[src/rtl/lcd_pkg.sv]
// lcd_pkg: shared types and constants for the LCD controller and its window statistics stage.
package lcd_pkg;
  localparam int LCD_WIN_PIX  = 9;
  localparam int LCD_PIX_W    = 8;
  localparam int LCD_MEAN_MUL = 1821;
  localparam int LCD_MEAN_SH  = 14;
  typedef enum logic [1:0] {IDLE, ACC, CALC} lcd_state_e;
  typedef enum logic [2:0] {
    CMD_REFLASH = 3'd0,
    CMD_LOAD    = 3'd1,
    CMD_RIGHT   = 3'd2,
    CMD_LEFT    = 3'd3,
    CMD_UP      = 3'd4,
    CMD_DOWN    = 3'd5
  } lcd_cmd_e;
endpackage

[src/rtl/lcd_div9.sv]
// lcd_div9: floor(x/9) for x in 0..2295 via multiply by 1821 and shift by 14.
module lcd_div9
  import lcd_pkg::*;
(
  input  logic [11:0] i_sum,
  output logic [7:0]  o_mean
);
  logic [22:0] w_prod;
  assign w_prod = {11'd0, i_sum} * 23'(LCD_MEAN_MUL);
  assign o_mean = 8'(w_prod >> LCD_MEAN_SH);
endmodule

[src/rtl/lcd_win_stat.sv]
// lcd_win_stat: accumulates a 3x3 pixel burst and publishes sum/max/min/centre/mean
// over valid/ready, with abort detection and a sticky lost-result flag.
module lcd_win_stat
  import lcd_pkg::*;
#(
  parameter int WIN_PIX = LCD_WIN_PIX,
  parameter int PIX_W   = LCD_PIX_W
) (
  input  logic             clk,
  input  logic             reset,
  input  logic [PIX_W-1:0] pix_in,
  input  logic             pix_valid,
  input  logic             res_ready,
  output logic             res_valid,
  output logic [11:0]      res_sum,
  output logic [7:0]       res_max,
  output logic [7:0]       res_min,
  output logic [7:0]       res_ctr,
  output logic [7:0]       res_mean,
  output logic             frame_err,
  output logic             ovf
);
  localparam int CW = $clog2(WIN_PIX + 1);
  localparam logic [CW-1:0] LAST = CW'(WIN_PIX - 1);
  localparam logic [CW-1:0] CTR  = CW'(WIN_PIX / 2);
  lcd_state_e       r_state;
  logic [CW-1:0]    r_cnt;
  logic [11:0]      r_acc_sum;
  logic [PIX_W-1:0] r_acc_max, r_acc_min, r_acc_ctr;
  logic [11:0]      w_pix;
  logic [7:0]       w_mean;
  assign w_pix = 12'(pix_in);
  lcd_div9 u_div9 (.i_sum(r_acc_sum), .o_mean(w_mean));
  always_ff @(posedge clk or posedge reset)
    if (reset) begin
      r_state   <= IDLE;
      r_cnt     <= '0;
      r_acc_sum <= '0;
      r_acc_max <= '0;
      r_acc_min <= '0;
      r_acc_ctr <= '0;
      res_valid <= 1'b0;
      res_sum   <= '0;
      res_max   <= '0;
      res_min   <= '0;
      res_ctr   <= '0;
      res_mean  <= '0;
      frame_err <= 1'b0;
      ovf       <= 1'b0;
    end else begin
      frame_err <= 1'b0;
      // a pending unaccepted record wins over a new one; the loss is recorded in ovf
      if (r_state == CALC) begin
        if (!res_valid || res_ready) begin
          res_valid <= 1'b1;
          res_sum   <= r_acc_sum;
          res_max   <= 8'(r_acc_max);
          res_min   <= 8'(r_acc_min);
          res_ctr   <= 8'(r_acc_ctr);
          res_mean  <= w_mean;
        end else
          ovf <= 1'b1;
      end else if (res_valid && res_ready)
        res_valid <= 1'b0;
      case (r_state)
        IDLE, CALC:
          if (pix_valid) begin
            r_acc_sum <= w_pix;
            r_acc_max <= pix_in;
            r_acc_min <= pix_in;
            r_cnt     <= CW'(1);
            r_state   <= ACC;
          end else begin
            r_cnt   <= '0;
            r_state <= IDLE;
          end
        ACC:
          if (pix_valid) begin
            r_acc_sum <= r_acc_sum + w_pix;
            r_acc_max <= (pix_in > r_acc_max) ? pix_in : r_acc_max;
            r_acc_min <= (pix_in < r_acc_min) ? pix_in : r_acc_min;
            if (r_cnt == CTR) r_acc_ctr <= pix_in;
            r_cnt   <= r_cnt + CW'(1);
            r_state <= (r_cnt == LAST) ? CALC : ACC;
          end else begin
            frame_err <= 1'b1;
            r_cnt     <= '0;
            r_state   <= IDLE;
          end
        default: r_state <= IDLE;
      endcase
    end
endmodule

[config.mk]
export PLATFORM = sky130hd
export DESIGN_NAME = lcd_win_stat
export DESIGN_NICKNAME = d
export VERILOG_FILES = /design/src/rtl/lcd_pkg.sv /design/src/rtl/lcd_div9.sv /design/src/rtl/lcd_win_stat.sv
export SDC_FILE = /design/constraint.sdc
export NUM_CORES = 1
export LEC_CHECK = 0
export CORE_AREA = 5 5 133 135
export CTS_BUF_LIST = sky130_fd_sc_hd__clkbuf_8
export DETAILED_ROUTE_END_ITERATION = 16
export DIE_AREA = 0 0 138 140
export DONT_BUFFER_PORTS = 1
export PLACE_DENSITY_LB_ADDON = 0.1
export SLEW_MARGIN = 0
export SYNTH_ARGS = -nofsm -noshare
export SYNTH_HDL_FRONTEND = slang
export SYNTH_HIERARCHICAL = 1
export SYNTH_SLANG_ARGS = --single-unit
[constraint.sdc]
create_clock -name clk -period 5.35 [get_ports clk]
set_clock_uncertainty 0.05 [all_clocks]
set_input_delay 1.605 -clock clk [delete_from_list [all_inputs] [get_ports clk]]
set_output_delay 1.605 -clock clk [all_outputs]
set_load 0.02 [all_outputs]
==> metrics.md, run 1 <==
| Metric | Value |
|---|---|
| Number of buffers created by CTS | 9 |
| Initial DRC count | 176 |
| Setup TNS | 0 ps |
| Routability congestion estimate | 0.821 |
| Worst slew pin tran | 884 ps |
| CP arrival | 5320 ps |
| Post-synth top area cell | dfrtp_1 |
| CTS tree | done |
| Synthesized instance count | 610 |
| Setup-failing EPs final | 0 |
| Final antenna diode count | 0 |
| DRC errors left | 0 |
| Largest net degree at the start of global routing | 65 |
| Maxcap violations | 0 |
| XOR/XNOR share of the synthesized area | 0.0186 |
| Type of the most critical hold path | register to register |
| Slew HR | 0.410 |
| I/O pin cnt | between 50 and 60 |
| Post-CTS setup buffer count | 0 |
| Max Root-Sink Buffers | 2 |
| Die ar. | 0.0193 mm² |
| Sink Count | 89 |
| Commonest cells in the netlist | 105 x inv_1, 90 x ha_1, 89 x dfrtp_1 |
| Yosys top cell area share | 0.339 |
| RSZ-0062 raised after global routing | false |
| CTS resizes | 0 |
| Largest family of logic cells by synthesized area | adder cells |
| Post-route ant nets | 0 |
| Post-synthesis compound-gate area fraction | 0.113 |
| Fraction of layout cells with a size suffix above 1 | 0.176 |
| Detailed Route WL | 14800 µm |
| Post-DP HPWL | 11800 µm |
| GRT overflow | 0 |
| Final hold vios | 0 |
| Die Y | 140 µm |
| Synth Register Bits | 89 |
| Final net count | 750 |
| Htree depth | 3 |
| Clock transition at path regs | 100 ps |
| 1st-pass router iterations | 4 |
| Seq/Total Area, Yosys | 0.339 |
| CTS root buf | clkbuf_8 |
| Global-route wire length before repair | 24800 µm |
| Distinct cells, synth | 61 |
| Crit Path Class | register to register |
| Ys flop type | dfrtp_1 |
| Hold Path Depth | 1 |
| Via Count | 4401 |
| Worst Setup End Kind | register |
| Most frequent cell after synthesis | inv_1 |
| Die W | roughly 140 µm |
| Clock Latency Late Sink | 370 ps |
| Fmax | between 0.15 and 0.2 GHz |
| CP Launch Type | register |
| Outcome | finished, final reports clean |
| Multiplexer area fraction after synthesis | 0.119 |
| All-Layer GR Usage | 0.159 |
| Tcrit/Tclk final | 0.946 |
| Simple-gate share of the synthesized area | 0.0723 |
| Wire per inst | between 15 and 20 µm |
| Vias in the first global route | about 4700 |
| Max-slew violations | 0 |
| CP max FO | 12 |
| Shortest period the worst path allows | around 5100 ps |
| Worst EP required | 5610 ps |
| Post-synthesis net count | 744 |
| Initial Utilization | 0.402 |
| Synth Area in Adders | 0.269 |
| Async set-reset flop share out of synthesis | 1.00 |
| Vias/cell | 5.23 |
| Largest cells by area after synthesis | dfrtp_1 34%, ha_1 17%, mux2_2 11%, fa_1 9.7%, inv_1 6.0% |
| Layout area overhead | 7.51% |
| Initial antenna violation count | 0 |
| Synth warn | 6 |
| Port Buffers | 0 |
| Core box area | about 0.016 mm² |
| FF-to-FF path depth | 17 |
| Std-Cell Rows | 47 |
| Post-synth EDFFs | 0 |
| Hold buffer count at cts | 0 |
| Syn Std Cell Area | 0.00658 mm² |
| Mean Syn Cell Area | approximately 11 µm² |
[metrics by stage]
stage | hold WS [ps] | instances | area [µm²] | utilization | worst slack [ps]
2_1_floorplan | 425 | 610 | 6580 | - | 650
3_3_place_gp | 434 | 825 | 6860 | 0.420 | 410
3_5_place_dp | 444 | 825 | 6860 | 0.420 | 329
4_1_cts | 466 | 841 | 7070 | 0.433 | 303
5_1_grt | 484 | 841 | 7070 | 0.433 | 54.0
6_report | 458 | 841 | 7070 | 0.433 | 290
[area by class of cell]
type / instances / area [µm²]
inverter: 106 / 400
clock inverter: 6 / 75.1
clock buffer: 10 / 138
multi-input combinational: 402 / 3900
tap: 220 / 275
fill: 1604 / 9280
timing repair buffer: 8 / 60.1
sequential: 89 / 2230
[placed cells by master (no fill, tap or decap), types with 4 or more instances in the layout]
| cell type | instances |
|---|---|
| a21oi_1 | 26 |
| nand3_1 | 11 |
| o211ai_1 | 4 |
| mux2i_1 | 4 |
| nand2_1 | 26 |
| nand4_1 | 7 |
| ha_1 | 90 |
| nor3_1 | 6 |
| buf_4 | 8 |
| xor2_1 | 5 |
| o21ai_0 | 19 |
| a21o_1 | 7 |
| dfrtp_1 | 89 |
| mux2_2 | 66 |
| a211oi_1 | 6 |
| nor2_1 | 17 |
| inv_1 | 104 |
| fa_1 | 32 |
| xnor2_1 | 9 |
| clkbuf_8 | 10 |
| nor2b_1 | 7 |
[logic make-up after synthesis]
kind of cell | Yosys count
AO/OA/AOI/OAI | 104
XOR/XNOR | 14
adder cells (fa/ha/maj) | 122
buffers and inverters | 119
flip-flops | 89
multiplexers | 70
AND/OR/NAND/NOR | 92
[layer usage]
layer  wire length, µm  up-vias  global-route usage
met1              6720     2189               0.209
met4               270        0              0.0494
met3               658       15              0.0348
met2              7130       81               0.265
li1                  -     2116                   -
met5                 0        -                   0
[worst max-delay path: stages, from the launching register on]
cell      delay [ps]
dfrtp_1          630
fa_1             500
ha_1             320
inv_1             60
fa_1             530
inv_1             50
fa_1             520
inv_1             50
fa_1             520
inv_1             40
ha_1             350
a21oi_1          230
o21ai_1          120
a221oi_2         240
o31ai_2          150
nor4b_1          330
a211o_1          150
mux2_2           130
[state kept, by name, indices dropped and copies added, names as in the netlist, 4 cells and up]
| name | count |
|---|---|
| r_acc_ctr | 8 |
| r_acc_max | 8 |
| r_acc_min | 8 |
| r_acc_sum | 12 |
| r_cnt | 4 |
| res_ctr | 8 |
| res_max | 8 |
| res_mean | 8 |
| res_min | 8 |
| res_sum | 12 |
[worst paths after layout]
check | from | end | slack [ps]
max reg2reg | r_acc_sum[8] | res_mean[6] | 290
max | r_acc_sum[8] | res_mean[6] | 290
min in group asynchronous | reset | r_acc_sum[0] | 1210
max in group asynchronous | reset | res_sum[0] | 3190
min reg2reg | r_acc_ctr[0] | res_ctr[0] | 460
min | r_acc_ctr[0] | res_ctr[0] | 460
Power of run 1 is left out: the tool's default activity adds up to more than one toggle a clock period on the data nets, which glitch-free logic cannot reach.
==> inputs of run 2 (changes only) <==
SLEW_MARGIN = not set   (was 0)
clock period = 4.7 ns   (was 5.35 ns; I/O delays follow)
==> run 2 against run 1 <==
  * Count of clock-buffer cells in the layout down 1
  * Sequential cell count stayed put
  * Worst hold slack about the same
  * Maximum frequency increased by 8.6%
  * Highest routed layer unchanged
  * Setup slack worse by 250 ps
  * Core utilization is 2.6 points higher
  * Final area up 6.1%
  * Critical path depth is 2 lower
  * Global-route usage fell by 0.15 points
  * Via count is 3.1% higher
  * Sequential share of layout area decreased by 1.7 points
==> metrics.md, run 2 (synthesized netlist as in run 1, its figures left out) <==
| Metric | Value |
|---|---|
| Outcome | finished, final reports clean |
| Core box area | 0.0163 mm² (unchanged) |
| Place WS | -150 ps (-480 ps) |
| Worst Setup End Kind | register |
| Sink Count | 89 (unchanged) |
| Register area | 0.00223 mm² (+0.28%) |
| Initial DRC count | 191 (+8.5%) |
| Std-Cell Rows | 47 (unchanged) |
| Detailed Route WL | 14700 µm (-0.37%) |
| Vias in the first global route | 4761 (+2.3%) |
| Setup-failing EPs final | 0 (unchanged) |
| FF-to-FF path depth | 15 (-2) |
| Final antenna diode count | 0 (unchanged) |
| Fill cells | 1580 (-1.5%) |
| All-Layer GR Usage | 0.158 (-0.00155) |
| Clock transition at path regs | 90 ps (about the same) |
| Shortest period the worst path allows | 4660 ps (-399 ps) |
| Final hold vios | 0 (unchanged) |
| Initial Utilization | 0.402 (unchanged) |
| Clock Latency Late Sink | 370 ps (about the same) |
| Post-DP HPWL | 11900 µm (+0.97%) |
| Layout area overhead | 14.0% |
| Number of buffers created by CTS | 9 (unchanged) |
| Crit Path Class | register to register |
| I/O pin cnt | 59 (unchanged) |
| R2r endpoint | res_mean[6] |
| Reg-to-reg setup timing slack | 40 ps (-250 ps) |
| 1st-pass router iterations | 4 (unchanged) |
| Crit path launch | r_acc_sum[1] |
| Type of the most critical hold path | register to register |
| Hold Startpoint | r_acc_ctr[4] |
| Max Root-Sink Buffers | 2 (unchanged) |
| Wire per inst | 16.8 µm (-4.2%) |
| Tcrit/Tclk final | 0.992 (+0.0459) |
| Routability congestion estimate | 0.850 (+3.4%) |
| Hold Path End | res_ctr[4] |
| Worst EP required | 4920 ps (-690 ps) |
| Reg2reg start | r_acc_sum[1] |
| Post-route cell area | 0.00750 mm² (+6.1%) |
| Fin worst setup slack | 38.9 ps (-251 ps) |
| Die Y | 140 µm (unchanged) |
| Die ar. | 0.0193 mm² (unchanged) |
| Max-slew violations | 0 (unchanged) |
| Htree depth | 3 (unchanged) |
| RSZ-0062 raised after global routing | true |
| CTS tree | done |
| Post-route ant nets | 0 (unchanged) |
| Via Count | 4539 (+3.1%) |
| Hold Path Depth | 1 (unchanged) |
| Initial antenna violation count | 0 (unchanged) |
| Port Buffers | 0 (unchanged) |
| Top Registers | r_acc_sum (12), res_sum (12) |
| Placed inst area | 0.00709 mm² (+3.3%) |
| Slew HR | 0.402 (-0.00805) |
| Maxcap violations | 0 (unchanged) |
| Largest net degree at the start of global routing | 48 (-26%) |
| Fraction of layout cells with a size suffix above 1 | 0.261 (+0.0855) |
| Worst slew pin tran | 896 ps (+12.0 ps) |
| Global-route wire length before repair | 24700 µm (-0.33%) |
| Die W | 138 µm (unchanged) |
| Vias/cell | 5.19 (-0.87%) |
| CTS root buf | clkbuf_8 |
| DRC errors left | 0 (unchanged) |
| Most common cell after layout, fill and taps aside | inv_1 |
| CP max FO | 5 (-7) |
| Hold buffer count at cts | 0 (unchanged) |
| GRT overflow | 0 (unchanged) |
| Hold Slack | 458 ps (-0.0750 ps) |
| Final net count | 784 (+4.5%) |
| Multi-input gate area | 0.00408 mm² (+4.8%) |
| Commonest cells after routing, fill and taps aside | 101 x inv_1, 84 x dfrtp_1, 80 x ha_1, 65 x mux2_2, 42 x buf_4 |
| CP Launch Type | register |
| Fmax | 0.215 GHz (+8.6%) |
| CP arrival | 4880 ps (-440 ps) |
run 2: cell count changes in the layout (fill, tap and decap cells not counted), moves of 2 or more:
cell | previous run | this run
clkinvlp_4 | 1 | 3
inv_1 | 104 | 101
clkinv_4 | 3 | 0
buf_4 | 8 | 42
ha_4 | 0 | 9
a21oi_1 | 26 | 22
ha_1 | 90 | 80
inv_2 | 1 | 5
a21oi_2 | 1 | 4
dfrtp_2 | 0 | 5
dfrtp_1 | 89 | 84
run 2: layer usage:
metal / global-route usage / vias up / share of wire
met5: 0 / - / 0
met4: 0.0504 / 0 / 0.017
met3: 0.0389 / 15 / 0.044
met2: 0.265 / 67 / 0.49
met1: 0.201 / 2274 / 0.45
li1: - / 2183 / -
run 2: layout make-up:
class,count,share of cell area
Tap cell,220,0.0367
Clock buffer,9,0.0165
Multi-Input combinational cell,402,0.544
Clock inverter,7,0.00934
Sequential cell,89,0.298
Inverter,106,0.0534
Timing Repair Buffer,42,0.0420
run 2: metrics by stage:
stage          setup TNS [ps]  cells  utilization
6_report                    0    875        0.459
5_1_grt                  -439    875        0.459
4_1_cts                     0    875        0.453
3_5_place_dp             -652    855        0.433
3_3_place_gp             -308    855        0.433
2_1_floorplan               0    610            -
run 2: worst max-delay path: stages, from the launching register on:
cell,delay (ps)
dfrtp_1,440
fa_1,540
ha_4,300
inv_2,40
fa_1,540
inv_2,40
fa_1,530
inv_1,50
fa_1,490
inv_2,50
ha_4,310
nand4_1,210
o31ai_4,410
nor4b_2,100
a211o_1,230
mux2_4,250
run 2: how the worst max path moves through the flow:
| stage | endpoint | cells after the start |
|---|---|---|
| after floorplan | res_mean[4] | 17 |
| after global placement | res_mean[6] | 15 |
| after detailed placement | res_mean[4] | 17 |
| after CTS | res_mean[2] | 16 |
| after global routing | res_mean[4] | 16 |
| final | res_mean[6] | 15 |
run 2: what timing repair did:
item,CTS,global route
gates cloned,0,0
setup endpoints to repair,6,6
resized for setup,14,20
pin swaps,13,26
setup buffers,4,0
Power of run 2 is left out for the same reason.
==> inputs of run 3 (changes only) <==
CTS_CLUSTER_DIAMETER = 100   (was not set)
==> results of run 3 <==
The final DEF is identical to that of run 2; final timing and power are the same.
Power of run 3 is left out for the same reason.
